===== config.mk =====
export PLATFORM = sky130hd
export DESIGN_NAME = serial_adder_n
export DESIGN_NICKNAME = d
export VERILOG_FILES = /design/src/rtl/serial_adder_n.sv
export SDC_FILE = /design/constraint.sdc
export NUM_CORES = 1
export LEC_CHECK = 0
export BUFFER_PORTS_ARGS = -buffer_cell sky130_fd_sc_hd__buf_2
export CORE_MARGIN = 2
export CORE_UTILIZATION = 40
export CTS_BUF_LIST = sky130_fd_sc_hd__clkbuf_16
export DETAILED_ROUTE_END_ITERATION = 16
export PLACE_DENSITY = 0.62
export SYNTH_ARGS = -nofsm -noshare
export SYNTH_HDL_FRONTEND = slang
export SYNTH_SLANG_ARGS = --single-unit

===== constraint.sdc =====
create_clock -name clk -period 4.4 [get_ports clk]
set_clock_uncertainty 0.05 [all_clocks]
set_input_delay 0.66 -clock clk [delete_from_list [all_inputs] [get_ports clk]]
set_output_delay 0.66 -clock clk [all_outputs]
set_load 0.1 [all_outputs]

===== src/rtl/serial_adder_n.sv =====
// -----------------------------------------------------------------------------
// serial_adder_n
//   Bit-serial adder: one full-adder cell is reused over WIDTH clock cycles to
//   add two WIDTH-bit operands plus a carry-in, LSB first. A start/busy/done
//   handshake frames each operation. The sum, carry-out and signed-overflow
//   results live in output registers, so they hold steady between operations.
//
// Parameters
//   WIDTH     operand/sum width in bits, 1..64 (default 8)
//
// Ports
//   clk       system clock, rising-edge active
//   rst       asynchronous active-high reset
//   start     request a new addition (accepted in IDLE or DONE)
//   a, b      WIDTH-bit operands, sampled only on the accepting edge
//   cin       carry-in, sampled only on the accepting edge
//   busy      high while bits are being processed
//   done      one-cycle pulse after the result registers update
//   sum       registered (a + b + cin) mod 2^WIDTH
//   cout      registered carry out of bit WIDTH-1
//   overflow  registered signed overflow (carry into MSB ^ carry out of MSB)
// -----------------------------------------------------------------------------
module serial_adder_n #(
  parameter int WIDTH = 8
) (
  input  logic             clk,
  input  logic             rst,
  input  logic             start,
  input  logic [WIDTH-1:0] a,
  input  logic [WIDTH-1:0] b,
  input  logic             cin,
  output logic             busy,
  output logic             done,
  output logic [WIDTH-1:0] sum,
  output logic             cout,
  output logic             overflow
);

  // The bit counter needs at least one bit even when WIDTH=1 (it is then idle).
  localparam int            CW       = (WIDTH > 1) ? $clog2(WIDTH) : 1;
  localparam logic [CW-1:0] LAST_BIT = CW'(WIDTH - 1);

  typedef enum logic [1:0] {
    IDLE = 2'd0,
    RUN  = 2'd1,
    DONE = 2'd2
  } state_t;

  state_t           state_r;
  state_t           state_s;
  logic             busy_r;
  logic             done_r;

  logic [WIDTH-1:0] sa_r;
  logic [WIDTH-1:0] sb_r;
  logic [WIDTH-1:0] acc_r;
  logic             carry_r;
  logic [CW-1:0]    cnt_r;

  logic [WIDTH-1:0] sum_r;
  logic             cout_r;
  logic             ovf_r;

  logic             load_s;
  logic             step_s;
  logic             last_s;
  logic             bit_s;
  logic             carry_nxt_s;
  logic [WIDTH-1:0] acc_nxt_s;

  // Sum output of the shared full-adder cell.
  function automatic logic fa_sum(input logic x, input logic y, input logic c);
    return x ^ y ^ c;
  endfunction

  // Carry output of the shared full-adder cell (majority of the three inputs).
  function automatic logic fa_carry(input logic x, input logic y, input logic c);
    return (x & y) | (x & c) | (y & c);
  endfunction

  // Full-adder slice on the current LSBs and the accumulator shift-in value.
  always_comb begin
    bit_s       = fa_sum(sa_r[0], sb_r[0], carry_r);
    carry_nxt_s = fa_carry(sa_r[0], sb_r[0], carry_r);
    // New sum bit enters at the MSB; after WIDTH shifts bit i is sum bit i.
    acc_nxt_s   = (acc_r >> 1) | (WIDTH'(bit_s) << (WIDTH - 1));
    if (cnt_r == LAST_BIT) begin
      last_s = 1'b1;
    end else begin
      last_s = 1'b0;
    end
  end

  // Next-state and datapath control decode.
  always_comb begin
    state_s = state_r;
    load_s  = 1'b0;
    step_s  = 1'b0;
    case (state_r)
      IDLE: begin
        if (start) begin
          load_s  = 1'b1;
          state_s = RUN;
        end else begin
          state_s = IDLE;
        end
      end
      RUN: begin
        step_s = 1'b1;
        if (last_s) begin
          state_s = DONE;
        end else begin
          state_s = RUN;
        end
      end
      DONE: begin
        // Accepting here gives back-to-back operation without an IDLE gap.
        if (start) begin
          load_s  = 1'b1;
          state_s = RUN;
        end else begin
          state_s = IDLE;
        end
      end
      default: begin
        state_s = IDLE;
      end
    endcase
  end

  // State register plus busy/done flags registered from the next state.
  always_ff @(posedge clk or posedge rst) begin
    if (rst) begin
      state_r <= IDLE;
      busy_r  <= 1'b0;
      done_r  <= 1'b0;
    end else begin
      state_r <= state_s;
      busy_r  <= (state_s == RUN);
      done_r  <= (state_s == DONE);
    end
  end

  // Operand shift registers, carry, bit counter, accumulator and result registers.
  always_ff @(posedge clk or posedge rst) begin
    if (rst) begin
      sa_r    <= {WIDTH{1'b0}};
      sb_r    <= {WIDTH{1'b0}};
      acc_r   <= {WIDTH{1'b0}};
      carry_r <= 1'b0;
      cnt_r   <= {CW{1'b0}};
      sum_r   <= {WIDTH{1'b0}};
      cout_r  <= 1'b0;
      ovf_r   <= 1'b0;
    end else if (load_s) begin
      sa_r    <= a;
      sb_r    <= b;
      carry_r <= cin;
      cnt_r   <= {CW{1'b0}};
      acc_r   <= {WIDTH{1'b0}};
    end else if (step_s) begin
      sa_r    <= sa_r >> 1;
      sb_r    <= sb_r >> 1;
      carry_r <= carry_nxt_s;
      acc_r   <= acc_nxt_s;
      if (last_s) begin
        // Counter parks at WIDTH-1; carry_r is the carry entering the MSB here.
        cnt_r  <= cnt_r;
        sum_r  <= acc_nxt_s;
        cout_r <= carry_nxt_s;
        ovf_r  <= carry_r ^ carry_nxt_s;
      end else begin
        cnt_r  <= cnt_r + CW'(1);
      end
    end
  end

  assign busy     = busy_r;
  assign done     = done_r;
  assign sum      = sum_r;
  assign cout     = cout_r;
  assign overflow = ovf_r;

endmodule


; ---- Yosys cells after proc, flatten, opt, wreduce, memory -nomap -nowiden
; Index checks and enable logic that the tools add are counted.
[word_totals]
ff_bits = 42
input_bits = 20
out_inout_bits = 12
elab_cells = 51
[op_classes]
addsub = 1
n_eq_ne = 6
mux = 18
bitwise_logic = 10
n_reduce_logical = 5
[op_table]
columns = cell, count
row1 = 8-bit two-way mux, 6
row2 = 3-bit two-way mux, 3
row3 = 7-bit by 8-bit bitwise OR with 8-bit output, 1
row4 = 1-bit two-way mux, 7
row5 = 2-bit by 1-bit equality test with 1-bit output (second input constant), 2
row6 = 2-bit equality test (second input constant), 2
row7 = 2-bit case mux with 2 select lines, 1
row8 = 3-bit by 1-bit adder with 3-bit output (second input constant), 1
row9 = 1-bit AND, 3
row10 = 3-bit equality test (second input constant), 1
row11 = 3-bit AND reduction, 1
row12 = 1-bit XOR, 3
row13 = 2-bit zero test, 1
row14 = 2-bit two-way mux, 1
row15 = 2-bit != test (second input constant), 1
row16 = 1-bit bitwise OR, 2
row17 = 2-bit AND reduction, 1
row18 = 2-bit nonzero test, 1
row19 = 2-bit OR reduction, 1
row20 = 1-bit NOT, 1

; ---- Depth between registers and ports, before layout
; Gate-level depths: netlist of the first run.
[logic_depth]
depth_word = 5
mapped_depth = 6
ltp_nobuf = 5

; ---- Worst setup path before layout of the first run
; No wires, ideal clock.
[synth_timing]
path_type = register -> output
start = reg ovf_r (netlist: overflow)
end = out overflow
arrival_ns = 0.897
t_required_ns = 3.690
path_slack_ns = 2.793
stages_incl_launch_ff = 1
n_path_buf = 0
path_cell_list = dfrtp_1
[synth_rtl]
columns = element, line
row1 = from (decl), 62  ; logic ovf_r;
row2 = from (signal assigned), 171  ; ovf_r <= carry_r ^ carry_nxt_s;
row3 = to (decl), 36  ; output logic overflow
; No word-level cell between the ends.

; ---- Worst setup path after layout of the first run
[layout_timing]
start = reg state_r[0]
end = reg sb_r[7]
[layout_between]
elab_chain_len = 4
elab_cells_between_ends = 8
classes_between = eq/ne (2) / mux (3) / reduce/logical (3)
[layout_lines]
columns = element, line
row1 = from (decl), 49  ; state_t state_r;
row2 = from (signal assigned), 138  ; state_r <= state_s;
row3 = 2-bit equality test / 2-bit zero test (equally long branches), 99  ; case (state_r)
row4 = 2-bit OR reduction (no source line), --
row5 = 1-bit two-way mux, --
row6 = 8-bit two-way mux / 2-bit nonzero test (equally long branches), --
row7 = to (signal assigned), 148  ; sb_r <= {WIDTH{1'b0}};
row8 = to (signal assigned), 163  ; sb_r <= sb_r >> 1;
row9 = to (decl), 55  ; logic [WIDTH-1:0] sb_r;
; Parallel ways exist; a longest one is shown, timed or not.
; A chain may end at the register's enable or synchronous reset.

==> results of run 1 <==
==> flip-flops by register name, indices dropped and copies added, names as in the netlist <==
name and count:
acc_r 7, busy 1, carry_r 1, cnt_r 3, cout 1, done 1
overflow 1, sa_r 8, sb_r 8, state_r 2, sum 8
==> metrics by stage <==
step | hold WS (ns) | std cells | util [%] | area [um2]
2_1_floorplan | 0.420 | 153 | - | 1840
3_3_place_gp | 0.412 | 227 | 45.7 | 2000
3_5_place_dp | 0.415 | 227 | 45.7 | 2000
4_1_cts | 0.428 | 235 | 48.9 | 2140
5_1_grt | 0.478 | 235 | 48.9 | 2140
6_report | 0.418 | 235 | 48.9 | 2140
==> how the worst min path moves through the flow <==
stage | startpoint | endpoint | slack [ns] | cells past startpoint
finish | overflow | overflow | 0.42 | 2
global route | sum[1] | sum[1] | 0.48 | 1
CTS | overflow | overflow | 0.43 | 2
detailed placement | overflow | overflow | 0.42 | 2
global placement | overflow | overflow | 0.41 | 2
floorplan | cnt_r[2] | cnt_r[2] | 0.42 | 2
==> per-layer routing <==
metal / GRT usage, % / wire, um
met1: 18.1 / 1550
met3: 4.78 / 170
met2: 23.7 / 1610
met4: 6.92 / 84
met5: 0 / 0
==> power breakdown <==
part           switching, uW  internal, uW
clock network            137           205
registers                148           544
logic                    537           257
total                    822          1010
==> worst register-to-register path: cells and delay by family (launching register included) <==
family           cells  cell delay (ns)
AO/OA/AOI/OAI        2             0.65
AND/OR/NAND/NOR      1             0.16
flip-flops           1             0.93
==> cells by family (layout without fill, tap and decap cells) <==
logic type / count (synthesis) / count (layout) / synth area share, %
flip-flops: 41 / 41 / 55.8
AND/OR/NAND/NOR: 27 / 27 / 9.39
AO/OA/AOI/OAI: 43 / 43 / 15.7
multiplexers: 19 / 19 / 11.0
buffers and inverters: 19 / 49 / 5.17
XOR/XNOR: 1 / 1 / 0.477
adder cells (fa/ha/maj): 3 / 3 / 2.45
==> cells in the mapped netlist (all sizes together) <==
master / number
dfrtp: 41
a21oi: 15
nor2b: 11
mux2: 10
a211oi: 9
a22o: 9
inv: 9
mux2i: 9
buf: 8
nand2: 6
o22ai: 6
nand3: 4
clkbuf: 2
ha: 2
nand2b: 2
nor2: 2
o21ai: 2
a21o: 1
fa: 1
nand3b: 1
o211ai: 1
or3b: 1
xnor2: 1
==> area by class of cell <==
class | count | area, um2 | area share (%)
Tap cell | 52 | 65.1 | 3.04
Clock buffer | 5 | 125 | 5.84
Timing Repair Buffer | 32 | 163 | 7.59
Inverter | 9 | 33.8 | 1.58
Sequential cell | 41 | 1030 | 47.9
Clock inverter | 3 | 12.5 | 0.584
Multi-Input combinational cell | 93 | 717 | 33.5
==> flow_metrics.py, run 1 <==
metrics = {
    "power": {
        "p_per_area_mw_per_mm2": 853,
        "leakagePower_uw": 0.00103,
        "peakVddDrop_mv": 0.296,
        "power_uw": 1830,
    },
    "synth": {
        "ys_ff_latch": 41,
        "ys_seq_area_share_pct": 55.8,
        "yosysUniqueCellTypes": 27,
        "yosysTopAreaCellShare_pct": 55.8,
        "netlist_instances": 153,
        "ys_warn_count": 0,
        "synth_area_leaders": "dfrtp_1, mux2_2, mux2i_1",
        "synth_area_per_cell_um2": 12.0,
        "synth_area_mm2": 0.00184,
        "synth_top_area_cell": "dfrtp_1",
        "syn-num-nets": 176,
    },
    "timing": {
        "hold_viol_final": 0,
        "slew_headroom_pct": 40.0,
        "worst_pin_slew_ns": 0.900,
        "period_needed_ns": 1.90,
        "finalSetupViolations": 0,
        "final.setup.tns_ns": 0,
        "slew_viol_final": 0,
        "min_period_over_period_pct": 43.2,
        "setup_ws_ns": 2.50,
        "rsz0062_at_grt": "no",
        "fmax_ghz": 0.526,
    },
    "run": {
        "max-cap-violations": 0,
    },
    "clock_network": {
        "clock_path_buffers": 2,
        "hold_buffers": 0,
        "ctsResizeCount": 0,
        "clk_latency_ns": 0.28,
        "cts_max_level": 2,
        "cts_sinks": 41,
        "clk_pin_slew_ns": 0.06,
        "cts_tree": "done",
        "cts_buffers": 5,
        "cts_root_buffer": "clkbuf_16",
        "post_cts_buffers": 0,
    },
    "critical_path": {
        "path_cells": "nor2_1, a21o_1, a22o_1",
        "worstReg2RegEnd": "sb_r[7]",
        "crit_arrival_ns": 2.02,
        "crit_start": "state_r[0]",
        "critPathRequiredTime_ns": 4.52,
        "r2r_setup_slack_ns": 2.50,
        "path_buf_inv": 0,
        "r2r-start": "state_r[0]",
        "crit_family": "flip-flops",
        "crit_end": "sb_r[7]",
        "cp_max_fo": 30,
        "end_kind": "register",
        "crit_type": "register to register",
        "worstSetupStartpointType": "register",
        "rr_worst_depth": 3,
        "cp_slowest_cell": "dfrtp_1",
        "path_depth": 3,
        "worst_path_largest_cell_delay_ns": 0.93,
    },
    "route": {
        "dr_total_vias": 1247,
        "drt.antenna.violating_nets": 0,
        "drt_first_pass_iters": 4,
        "drc": 0,
        "viasPerCell": 5.31,
        "routed_wirelength_um": 3420,
        "drt_iter0_drc": 46,
        "wl_per_cell_um": 14.5,
    },
    "die": {
        "die_height_um": 71.8,
        "die-area_mm2": 0.00515,
        "start_util_pct": 41.9,
        "core_mm2": 0.00438,
        "io_pins": 32,
        "std_cell_rows": 24,
        "die_x_um": 71.8,
    },
    "cells_and_area": {
        "drive_gt1_share_pct": 29.0,
        "mostFrequentLayoutCell": "dfrtp_1",
        "insertedDiodeCount": 0,
        "layout.nets": 205,
        "syn_to_final_growth_pct": 16.5,
        "final_cell_mix": "dfrtp_1, buf_2, a21oi_1",
        "fill_cells": 405,
    },
    "placed_design": {
        "place_ws_ns": 2.44,
        "io_buffers": 31,
        "place.gp.congestion": 0.761,
        "dp_hpwl_um": 2370,
    },
    "global_routing": {
        "grt_max_degree": 42,
        "grt_pass1_wl_um": 5790,
        "gr-total-overflow": 0,
        "antenna_found_initial": 0,
        "first_global_vias": 1256,
        "grt_usage_pct": 14.8,
    },
    "min_path": {
        "min_path_type": "register to register",
    },
    "outcome": {
        "status": "finished, final reports clean",
    },
}
No activity file was read; power rests on OpenSTA's default activity.
==> inputs of run 2 (changes only) <==
==> constraint.sdc (replaced) <==
create_clock -name clk -period 1.8 [get_ports clk]
set_clock_uncertainty 0.05 [all_clocks]
set_input_delay 0.27 -clock clk [delete_from_list [all_inputs] [get_ports clk]]
set_output_delay 0.27 -clock clk [all_outputs]
set_load 0.1 [all_outputs]
==> run 2 against run 1 <==
  * Routed wire length decreased by 0.64%
  * Clock-buffer cell count is the same
  * Flip-flop and latch count is the same
  * Sequential share of layout area down 1.1 points
  * Power rose to 2.5 times the previous value
  * Core utilization up 1.2 points
  * Clock power grew to 2.9 times the previous value
  * Non-clock buffer count increased by 4
==> flow_metrics.py, run 2 (synthesis gave the netlist of run 1 again) <==
metrics = {
    "clock_network": {
        "hold_buffers": 0,
        "clock_path_buffers": 2,
        "cts_root_buffer": "clkbuf_16",
        "clk_pin_slew_ns": 0.06,
        "cts_tree": "done",
        "ctsResizeCount": 0,
        "cts_sinks": 41,
        "clk_latency_ns": 0.28,
        "post_cts_buffers": 0,
        "cts_max_level": 2,
        "cts_buffers": 5,
    },
    "critical_path": {
        "worstReg2RegEnd": "cnt_r[0]",
        "r2r-start": "cnt_r[0]",
        "worstSetupStartpointType": "register",
        "crit_arrival_ns": 1.75,
        "end_kind": "register",
        "critPathRequiredTime_ns": 1.91,
        "crit_end": "cnt_r[0]",
        "crit_type": "register to register",
        "r2r_setup_slack_ns": 0.16,
        "crit_start": "cnt_r[0]",
        "cp_max_fo": 5,
        "rr_worst_depth": 5,
    },
    "timing": {
        "worst_pin_slew_ns": 0.525,
        "finalSetupViolations": 0,
        "rsz0062_at_grt": "no",
        "slew_viol_final": 0,
        "min_period_over_period_pct": 90.8,
        "fmax_ghz": 0.612,
        "final.setup.tns_ns": 0,
        "period_needed_ns": 1.64,
        "hold_viol_final": 0,
        "slew_headroom_pct": 65.0,
        "fin_hold_ws_ns": 0.0625,
    },
    "cells_and_area": {
        "syn_to_final_growth_pct": 19.4,
        "final_cells": 238,
        "drive_gt1_share_pct": 31.2,
        "utilization_pct": 50.1,
        "insertedDiodeCount": 0,
        "mostFrequentLayoutCell": "dfrtp_1",
        "layout.nets": 209,
        "final_cell_mix": "dfrtp_1, buf_2, a21oi_1",
    },
    "power": {
        "peakVddDrop_mv": 0.809,
        "power_uw": 4640,
        "leakagePower_uw": 0.00106,
        "p_per_area_mw_per_mm2": 2110,
    },
    "route": {
        "drt-met1-wl_um": 1540,
        "drt_first_pass_iters": 4,
        "drt_iter0_drc": 91,
        "drt.antenna.violating_nets": 0,
        "routed-wl-met2_um": 1630,
        "routed_wirelength_um": 3400,
        "wl_per_cell_um": 14.3,
        "viasPerCell": 5.28,
        "drc": 0,
        "wl_met3_um": 179,
        "highest_layer": "met4",
        "dr_total_vias": 1257,
    },
    "die": {
        "die_height_um": 71.8,
        "die-area_mm2": 0.00515,
        "core_mm2": 0.00438,
        "start_util_pct": 41.9,
        "die_x_um": 71.8,
        "std_cell_rows": 24,
        "io_pins": 32,
    },
    "outcome": {
        "status": "finished, final reports clean",
    },
    "global_routing": {
        "grt_usage_pct": 14.7,
        "gr-total-overflow": 0,
        "grt_max_degree": 42,
        "antenna_found_initial": 0,
        "first_global_vias": 1246,
        "grt_pass1_wl_um": 5710,
    },
    "placed_design": {
        "place.gp.congestion": 0.735,
        "io_buffers": 31,
        "dp_hpwl_um": 2340,
        "dp_cells": 231,
    },
    "run": {
        "max-cap-violations": 0,
    },
    "min_path": {
        "min_path_type": "primary input to async pin",
    },
}
run 2: cell count changes in the layout (fill, tap and decap cells not counted), sizes merged:
cell / previous run / this run
buf: 32 / 36
clkinv: 3 / 1
bufinv: 0 / 1
run 2: area by class of cell:
type                       count  area [um2]
timing repair buffer          36         193
clock buffer                   5         125
sequential                    41        1030
inverter                       9        33.8
multi-input combinational     93         717
tap                           52        65.1
clock inverter                 2        35.0
fill                         403        2190
run 2: metrics by stage:
stage / setup slack [ns] / area, um2
floorplan: 0.254 / 1840
global placement: 0.239 / 2030
detailed placement: 0.179 / 2030
CTS: 0.168 / 2190
global route: 0.123 / 2190
finish: 0.165 / 2190
run 2: layer usage:
layer / up-vias / global-route usage [%]
li1: 611 / -
met5: - / 0
met1: 610 / 17.8
met3: 6 / 5.06
met2: 30 / 24.1
met4: 0 / 5.66
run 2: critical path: stages, from the launching register on:
cell,delay (ns)
dfrtp_1,0.42
ha_1,0.22
ha_1,0.24
or3b_4,0.43
nand3_2,0.10
o21ai_2,0.06
run 2: worst min-delay path by stage:
| stage | slack (ns) | startpoint | depth (start not counted) | to |
|---|---|---|---|---|
| global placement | 0.36 | rst | 3 | sa_r[0] |
| detailed placement | 0.38 | rst | 3 | sa_r[1] |
| CTS | 0.08 | rst | 3 | sa_r[1] |
| finish | 0.06 | rst | 3 | sa_r[1] |
| global route | 0.13 | rst | 3 | sa_r[0] |
| floorplan | 0.35 | a[7] | 1 | sa_r[7] |
run 2: where the power goes:
part	switching (uW)	total [uW]	internal, uW	leakage [uW]
Clock	335	978	643	0.0000797
Sequential	308	1640	1330	0.000505
Combinational	1370	2020	655	0.000478
